**src/rtl/mem_access_sequencer_pkg.sv**
```systemverilog
// Shared definitions for the byte-serial load/store sequencer: funct3 codes,
// FSM state encoding and request decode helpers.
package mem_pkg;

    localparam logic [2:0] F3_B  = 3'b000;
    localparam logic [2:0] F3_H  = 3'b001;
    localparam logic [2:0] F3_W  = 3'b010;
    localparam logic [2:0] F3_BU = 3'b100;
    localparam logic [2:0] F3_HU = 3'b101;

    typedef enum logic [1:0] {IDLE, ACCESS, CAPTURE, RESP} state_t;

    function automatic logic [2:0] size_bytes(input logic [2:0] funct3);
        case (funct3[1:0])
            2'b00:   return 3'd1;
            2'b01:   return 3'd2;
            2'b10:   return 3'd4;
            default: return 3'd1;
        endcase
    endfunction

    // Unsigned widths only make sense for loads.
    function automatic logic funct3_legal(input logic [2:0] funct3, input logic is_store);
        case (funct3)
            F3_B, F3_H, F3_W: return 1'b1;
            F3_BU, F3_HU:     return !is_store;
            default:          return 1'b0;
        endcase
    endfunction

endpackage

```
**src/rtl/mem_access_sequencer_load_extender.sv**
```systemverilog
// Widens an assembled little-endian load value to 32 bits according to funct3.
module load_extender
    import mem_pkg::*;
(
    input  logic [2:0]  funct3_i,
    input  logic [31:0] data_i,
    output logic [31:0] data_o
);

    always_comb begin
        data_o = data_i;
        case (funct3_i)
            F3_B:    data_o = {{24{data_i[7]}}, data_i[7:0]};
            F3_H:    data_o = {{16{data_i[15]}}, data_i[15:0]};
            F3_BU:   data_o = {24'h000000, data_i[7:0]};
            F3_HU:   data_o = {16'h0000, data_i[15:0]};
            default: data_o = data_i;
        endcase
    end

endmodule

```
**src/rtl/mem_access_sequencer.sv**
```systemverilog
// Splits one 32-bit load/store request into little-endian byte accesses on a
// byte-wide memory with a registered read port, and returns a one-cycle response.
module mem_access_sequencer
    import mem_pkg::*;
#(
    parameter int MEM_DEPTH = 1024
) (
    input  logic        clk_i,
    input  logic        reset_i,
    input  logic        req_valid_i,
    output logic        req_ready_o,
    input  logic        req_is_store_i,
    input  logic [2:0]  req_funct3_i,
    input  logic [31:0] req_addr_i,
    input  logic [31:0] req_wdata_i,
    output logic        resp_valid_o,
    output logic [31:0] resp_rdata_o,
    output logic        resp_error_o,
    output logic        mem_write_enable_o,
    output logic [31:0] mem_address_o,
    output logic [7:0]  mem_data_in_o,
    input  logic [7:0]  mem_data_out_i
);

    state_t      state_q;
    logic [31:0] addr_q;
    logic [31:0] wdata_q;
    logic [2:0]  f3_q;
    logic        is_store_q;
    logic [1:0]  k_q;
    logic [31:0] asm_q;
    logic        resp_valid_q;
    logic [31:0] resp_rdata_q;
    logic        resp_error_q;
    logic        mem_we_q;
    logic [31:0] mem_addr_q;
    logic [7:0]  mem_din_q;

    logic [2:0]  req_size_d;
    logic [32:0] req_last_d;
    logic        req_ok_d;
    logic [1:0]  last_k_d;
    logic [1:0]  k_next_d;
    logic [1:0]  capture_lane_d;
    logic [31:0] asm_d;
    logic [31:0] ext_data_d;
    logic [7:0]  wbyte [4];

    // 33-bit sum so an access wrapping past 2^32 lands out of range.
    assign req_size_d = size_bytes(req_funct3_i);
    assign req_last_d = {1'b0, req_addr_i} + {30'b0, req_size_d} - 33'd1;
    assign req_ok_d   = funct3_legal(req_funct3_i, req_is_store_i)
                        && (req_last_d < 33'(MEM_DEPTH));

    assign last_k_d = 2'(size_bytes(f3_q) - 3'd1);
    assign k_next_d = k_q + 2'd1;

    // Read data trails the address by one cycle, so ACCESS k fills lane k-1.
    assign capture_lane_d = (state_q == CAPTURE) ? last_k_d : (k_q - 2'd1);

    for (genvar gi = 0; gi < 4; gi++) begin : g_lane
        assign wbyte[gi]           = wdata_q[8*gi +: 8];
        assign asm_d[8*gi +: 8]    = (capture_lane_d == 2'(gi)) ? mem_data_out_i
                                                                : asm_q[8*gi +: 8];
    end

    load_extender u_load_extender (
        .funct3_i (f3_q),
        .data_i   (asm_d),
        .data_o   (ext_data_d)
    );

    always_ff @(posedge clk_i or posedge reset_i) begin
        if (reset_i) begin
            state_q      <= IDLE;
            addr_q       <= '0;
            wdata_q      <= '0;
            f3_q         <= '0;
            is_store_q   <= 1'b0;
            k_q          <= '0;
            asm_q        <= '0;
            resp_valid_q <= 1'b0;
            resp_rdata_q <= '0;
            resp_error_q <= 1'b0;
            mem_we_q     <= 1'b0;
            mem_addr_q   <= '0;
            mem_din_q    <= '0;
        end else begin
            resp_valid_q <= 1'b0;
            case (state_q)
                IDLE: begin
                    if (req_valid_i) begin
                        addr_q     <= req_addr_i;
                        wdata_q    <= req_wdata_i;
                        f3_q       <= req_funct3_i;
                        is_store_q <= req_is_store_i;
                        k_q        <= '0;
                        asm_q      <= '0;
                        if (!req_ok_d) begin
                            state_q      <= RESP;
                            resp_valid_q <= 1'b1;
                            resp_error_q <= 1'b1;
                            resp_rdata_q <= '0;
                        end else begin
                            state_q    <= ACCESS;
                            mem_addr_q <= req_addr_i;
                            mem_we_q   <= req_is_store_i;
                            mem_din_q  <= req_is_store_i ? req_wdata_i[7:0] : 8'h00;
                        end
                    end
                end
                ACCESS: begin
                    if (!is_store_q && (k_q != 2'd0)) begin
                        asm_q <= asm_d;
                    end
                    if (k_q == last_k_d) begin
                        if (is_store_q) begin
                            state_q      <= RESP;
                            resp_valid_q <= 1'b1;
                            resp_error_q <= 1'b0;
                            resp_rdata_q <= '0;
                            mem_we_q     <= 1'b0;
                            mem_din_q    <= '0;
                        end else begin
                            state_q <= CAPTURE;
                        end
                    end else begin
                        k_q        <= k_next_d;
                        mem_addr_q <= addr_q + 32'(k_next_d);
                        mem_din_q  <= is_store_q ? wbyte[k_next_d] : 8'h00;
                    end
                end
                CAPTURE: begin
                    asm_q        <= asm_d;
                    state_q      <= RESP;
                    resp_valid_q <= 1'b1;
                    resp_error_q <= 1'b0;
                    resp_rdata_q <= ext_data_d;
                end
                RESP: begin
                    state_q <= IDLE;
                end
                default: begin
                    state_q <= IDLE;
                end
            endcase
        end
    end

    assign req_ready_o        = (state_q == IDLE);
    assign resp_valid_o       = resp_valid_q;
    assign resp_rdata_o       = resp_rdata_q;
    assign resp_error_o       = resp_error_q;
    assign mem_write_enable_o = mem_we_q;
    assign mem_address_o      = mem_addr_q;
    assign mem_data_in_o      = mem_din_q;

endmodule

```
**config.mk**
```make
export PLATFORM = sky130hd
export DESIGN_NAME = mem_access_sequencer
export DESIGN_NICKNAME = d
export VERILOG_FILES = /design/src/rtl/mem_access_sequencer_pkg.sv /design/src/rtl/mem_access_sequencer_load_extender.sv /design/src/rtl/mem_access_sequencer.sv
export SDC_FILE = /design/constraint.sdc
export NUM_CORES = 1
export LEC_CHECK = 0
export ABC_AREA = 1
export ABC_CLOCK_PERIOD_IN_PS = 17100
export BUFFER_PORTS_ARGS = -buffer_cell sky130_fd_sc_hd__buf_2
export CORE_MARGIN = 5
export CORE_UTILIZATION = 64
export DETAILED_ROUTE_END_ITERATION = 7
export PLACE_DENSITY = 0.87
export SETUP_SLACK_MARGIN = 0.1
export SLEW_MARGIN = 40
export SYNTH_ARGS = -nofsm -noshare
export SYNTH_HDL_FRONTEND = slang
export SYNTH_SLANG_ARGS = --single-unit
```
**constraint.sdc**
```tcl
create_clock -name clk_i -period 17.1 [get_ports clk_i]
set_input_delay 1.71 -clock clk_i [delete_from_list [all_inputs] [get_ports clk_i]]
set_output_delay 1.71 -clock clk_i [all_outputs]
set_load 0.005 [all_outputs]
```
* After elaboration in Yosys (flattened, before gate mapping)
Index checks and enable logic that the tools add are counted.
Storage, ports and cells: bits of input ports 79, logic and storage cells 121, register bits after elaboration 179
Cells by class: reductions and logical operators 21, order comparisons 2, eq/ne operators 26, mux-type cells 52, add/subtract/negate cells 6, bitwise gates (word level) 1
Operators by type and width (number):
- $mux 32 | 9
- $pmux 32 s3 | 2
- $pmux 32 s4 | 1
- $mux 8 | 12
- $pmux 32 s2 | 1
- $add 32x3->33 | 1
- $lt 33x11->1 const B | 1
- $sub 33x1->33 const B | 1
- $add 32x2->32 | 1
- $bmux 8 s2 | 1
- $pmux 8 s2 | 1
- $eq 2x2->1 const B | 6
- $eq 3x3->1 const B | 4
- $mux 2 | 6
- $ne 2x2->1 const B | 6
- $mux 1 | 11
- $reduce_and 5->1 | 2
- $eq 2x1->1 const B | 4
- $pmux 2 s2 | 2
- $pmux 2 s4 | 1
- $reduce_and 4->1 | 2
- $eq 3x1->1 const B | 2
- $logic_not 3->1 | 2
- $pmux 1 s3 | 2
- other kinds (19) | 27

* Longest topological paths before layout
depth in word-level cells 9, mapped depth 27, gate-level depth less buffers 26

* Cells and area by module
Synthesis repeated with hierarchy kept, for this count alone.
Second synthesis, totals: cell total of the unflattened synthesis 1880, area, all modules 12428.2 um^2
Modules (own cells, without submodules):
- mem_access_sequencer | seq. area each 4479.3 um^2, cells each 1810, instances 1, area each 12039.0 um^2
- load_extender | seq. area each 0.0 um^2, cells each 70, instances 1, area each 389.1 um^2

* Worst setup path after synthesis
Ideal clock, no wire load.
kind input-to-reg, from in req_funct3_i[0], to reg mem_addr_q[10] (netlist: mem_address_o[10]), library setup time 0.117 ns, required time 16.983 ns, buffers on the path 1, cell stages on the path 24, data arrival time 3.987 ns, slack 12.996 ns, cell sequence inv_1 -> ha_1 -> inv_1 -> ha_1 -> inv_1 -> ha_1 -> nand2_1 -> nor2_1 -> nand3_1 -> nand3_1 -> nand2_1 -> nand3_1 -> nand2_1 -> nand2_1 -> nand3_1 -> nor2_1 -> nand2_1 -> nor2_1 -> nand2_1 -> nand2_4 -> nand2_4 -> buf_6 -> nand2_1 -> nand2_1
On the way: longest elaborated chain between the ends 8, elaborated cells on any way between the ends 17
RTL lines:
- start: declaration | line mem_access_sequencer.sv:13 | input logic [2:0] req_funct3_i,
- $eq 2x2->1 or $eq 2x1->1 (tied branches) | line mem_access_sequencer_pkg.sv:14 | case (funct3[1:0])
- $pmux 3 s2 | line mem_access_sequencer_pkg.sv:14
- $add 32x3->33 | line mem_access_sequencer.sv:51 | assign req_last_d = {1'b0, req_addr_i} + {30'b0, req_size_d} - 33'd1;
- $sub 33x1->33 | line mem_access_sequencer.sv:51
- $lt 33x11->1 | line mem_access_sequencer.sv:53 | && (req_last_d < 33'(MEM_DEPTH));
- $logic_and 1x1->1 (*) | line mem_access_sequencer.sv:53
- $ne 2x1->1 (no line) (*)
- $reduce_and 4->1 (no line) (*)
- end signal: assignment | line mem_access_sequencer.sv:106 | mem_addr_q <= req_addr_i;
- end signal: assignment | line mem_access_sequencer.sv:129 | mem_addr_q <= addr_q + 32'(k_next_d);
- end: declaration | line mem_access_sequencer.sv:36 | logic [31:0] mem_addr_q;
Every way passes the cells marked *; elsewhere a longest branch is shown, timed or not. A chain may end at the register's enable or synchronous reset.

* Final worst setup path
from in req_funct3_i[0], to reg resp_rdata_q[15] (netlist: resp_rdata_o[15])
On the way: longest elaborated chain between the ends 8, elaborated cells on any way between the ends 17
RTL lines:
- $eq 2x2->1 or $eq 2x1->1 (tied branches) | line mem_access_sequencer_pkg.sv:14
- $pmux 3 s2 | line mem_access_sequencer_pkg.sv:14
- $add 32x3->33 | line mem_access_sequencer.sv:51
- $sub 33x1->33 | line mem_access_sequencer.sv:51
- $lt 33x11->1 | line mem_access_sequencer.sv:53
- $logic_and 1x1->1 (*) | line mem_access_sequencer.sv:53
- $ne 2x2->1 (no line) (*)
- $reduce_and 5->1 (no line) (*)
- end signal: assignment | line mem_access_sequencer.sv:138 | resp_rdata_q <= ext_data_d;
- end: declaration | line mem_access_sequencer.sv:33 | logic [31:0] resp_rdata_q;
Marked as above.

==> impl_results.md <==
- Status: finished clean
- Clock Sinks: 179
- Worst Hold Depth: 2
- Design area: 13130 um^2
- DR vias: 11630
- Slowest cell on crit path: nand2_2
- Slowest stage delay, CP: 790 ps
- Hold Path End: resp_rdata_o[26]
- Ranking of synthesized cells by area: dfrtp_1, nand2_1, inv_1, o21ai_0, nand3_1
- Num CTS Buffers: 17
- Vias per inst: 5.563
- Peak Freq: 0.1959 GHz
- Residual DRC: 0
- Net Sw Power: 0.001034 W
- Distinct cells, synth: 42
- Cells after Synth: 1730
- Layout cell share with drive strength beyond 1: 11.72%
- CP most frequent cell: nand2_1
- Layout fillers: 1536
- Tot GR Track Use: 30.66%
- H-tree levels: 4
- Initial DRT Pass Iterations: 6
- WL met2: 16120 um
- Crit path max fanout: 35
- Crit. Startpoint: req_funct3_i[0]
- PortBufs: 154
- DPL Wire Length: 24470 um
- Core footprint: 17960 um^2
- Synth area leader: dfrtp_1
- Pre-CTS WS: 11570 ps
- Nets: 1974
- Boundary Pins: 155
- Most frequent cells in the layout: nand2_1, inv_1, dfrtp_1, buf_2, o21ai_0
- Routed len/inst: 15.88 um
- Die H: 145.1 um
- DR WL met3: 2232 um
- RSZ-0062 raised after global routing: false
- CTS tree: done
- Mapped Avg Cell Area: 6.756 um^2
- Area after DPL: 12520 um^2
- DRT Wirelength: 33210 um
- Max Used Layer: met4
- Area fraction of the dominant cell type after synthesis: 38.32%
- Final setup violation count: 0
- Area of the multi-input gates: 5947 um^2
- Startpoint Class: input pin
- CTS Root Cell: clkbuf_16
- Die area: 21070 um^2
- CTS resizes: 0
- Routability cong.: 0.9574
- Max Cap Violations: 0
- Reg2Reg Setup Slack: 12270 ps
- Final WS setup: 12000 ps
- Initial Util: 65.07%
- Register area: 4479 um^2
- YS warnings: 0
- Total nets after synthesis: 1857
- CP Class: input pin to flip-flop
- Sequential share of power: 32.5%
- Hold_sp: resp_rdata_o[26]
- Sw Share: 47.82%
- Combinational fraction of design power: 49.1%
- Global-route wire length before repair: 53890 um
- Initial antenna violation count: 1
- Clock Latency Late Sink: 450 ps
- Num rows: 49
- Initial DRC count: 968
- Worst-case clock buffer depth: 2
- GR Overflow Total: 0
- Leak: 7.259 nW
- Most common cell after layout, fill and taps aside: nand2_1
- Clock Skew: 11.12 ps
- Final hold violations: 0
- Vias in the first global route: 10950
- P&R area growth vs syn: 12.34%
- Worst-Margin Slew: 757.5 ps
- Number of setup buffers added after CTS: 0
- Worst min path class: flip-flop to flip-flop
- Rel. slew slack: 49.44%
- Yosys reg bits: 179
- Clock power frac: 18.5%
- Crit path DAT: 5480 ps
- Pwr Density: 164.7 nW/um^2
- Crit-path cells: buf_2, inv_1, ha_1, inv_1, ha_1, inv_1, ha_1, nand3_1, nand2_1, nand2_1, nand2_1, nand2_1, nand2_1, nand2_1, nand2_1, nand2_1, o21ai_0, nor2_1, nand2_1, nor2_1, nand3_2, nand2_2, nand2_1, nand2_1
- Largest net degree at the start of global routing: 114
- M1 WL: 13570 um
- TNS Setup: 0 ps
- Final slew viol count: 0
- CP required: 17480 ps
- Register area share after synthesis: 38.32%
- Fin crit period: 5104 ps
- R2r worst-path depth: 16
- Crit Reg-Reg Endpoint: mem_address_o[29]
- Routed Antenna Nets: 0
- Die X: 145.1 um
- Worst r2r src: k_q[0]
- CTS clk-pin slew, worst paths: 80 ps
- Post-Synthesis Cell Area: 11690 um^2
- Internal: 0.001129 W
- Hold Buf Count CTS: 0
- VDD IR-drop max: 0.1425 mV
- Final period util: 29.85%
- Endpoint type of the worst setup path: flip-flop
==> power by group through the flow <==
| stage | sequential (W) | combinational, W | clock [W] |
|---|---|---|---|
| 6_report | 0.000702 | 0.00106 | 0.000400 |
| 3_3_place_gp | 0.000700 | 0.00100 | 0 |
| 2_1_floorplan | 0.000681 | 0.000794 | 0 |
| 5_1_grt | 0.000721 | 0.00119 | 0.000419 |
| 3_5_place_dp | 0.000702 | 0.00104 | 0 |
| 4_1_cts | 0.000699 | 0.00105 | 0.000402 |
==> worst max path at each step <==
| stage | end | slack [ps] | depth (start not counted) |
|---|---|---|---|
| 2_1_floorplan | addr_q[0] | 10530 | 1 |
| 3_5_place_dp | resp_rdata_o[17] | 11570 | 24 |
| 4_1_cts | resp_rdata_o[15] | 12040 | 24 |
| 6_report | resp_rdata_o[15] | 12000 | 24 |
| 3_3_place_gp | resp_error_o | 11730 | 23 |
| 5_1_grt | resp_rdata_o[1] | 11600 | 23 |
==> stage by stage <==
step / std cells / util (%) / hold WS, ps / power (W)
after floorplan: 1730 / - / 449.2 / 0.001475
after global placement: 2057 / 69.57 / 451.5 / 0.001701
after detailed placement: 2057 / 69.69 / 454.1 / 0.001744
after CTS: 2089 / 73.07 / 472.9 / 0.002153
after global routing: 2090 / 73.09 / 489.7 / 0.002332
final: 2091 / 73.10 / 470.4 / 0.002163
==> registers in the layout, summed over array words and instances (netlist names), 3 cells and up <==
name,cells
addr_q,32
asm_q,32
f3_q,3
mem_address_o,32
mem_data_in_o,8
resp_rdata_o,32
wdata_q,32
==> area by class of cell <==
class / instances / share of cell area, %
clock inverter: 15 / 1.382
tap: 229 / 2.182
clock buffer: 17 / 3.240
timing repair buffer: 158 / 6.155
multi-input combinational: 1227 / 45.29
sequential: 179 / 34.11
inverter: 264 / 7.604
antenna: 2 / 0.03811
==> critical path: cells and delay by family <==
kind,cells,cell delay (ps)
compound gates,1,70
fa+ha+maj,3,720
buf+inv,4,320
simple gates,16,2650
==> synth_stat cells <==
cell type	instances
nand2_2	4
o311ai_1	1
fa_1	1
buf_4	4
nand3_2	1
xnor2_1	10
or3_1	1
buf_2	5
nor4b_1	1
o21ai_2	1
nand3_1	127
a22oi_1	1
inv_1	251
and3_1	1
a31oi_1	15
a211oi_2	1
nand2_4	2
a31o_2	3
nand4_1	18
o21bai_1	2
nand3b_1	4
buf_1	2
o211ai_1	3
o22ai_1	41
nand2_1	609
dfrtp_1	179
clkinv_1	7
xor2_1	9
nor2_1	107
clkbuf_1	42
o21ai_0	133
nor4_1	11
o21ai_1	4
inv_2	6
or2_2	1
nor3_2	2
ha_1	47
nor2_2	2
a32o_1	7
buf_6	7
a21oi_1	48
nor3_1	9
==> layer usage <==
metal  global-route usage (%)  up-vias
met3                    5.394       78
met5                        0        -
met2                    52.28      467
met1                    38.96     5339
li1                         -     5748
met4                    12.03        0
==> cells by family after synthesis <==
family / after synthesis / synth area share, %
AO/OA/AOI/OAI: 260 / 12.39
XOR/XNOR: 19 / 1.424
adder cells (fa/ha/maj): 48 / 5.202
buffers and inverters: 324 / 11.04
flip-flops: 179 / 38.32
AND/OR/NAND/NOR: 900 / 31.63
Note: power is estimated with default switching activity, not from simulation.
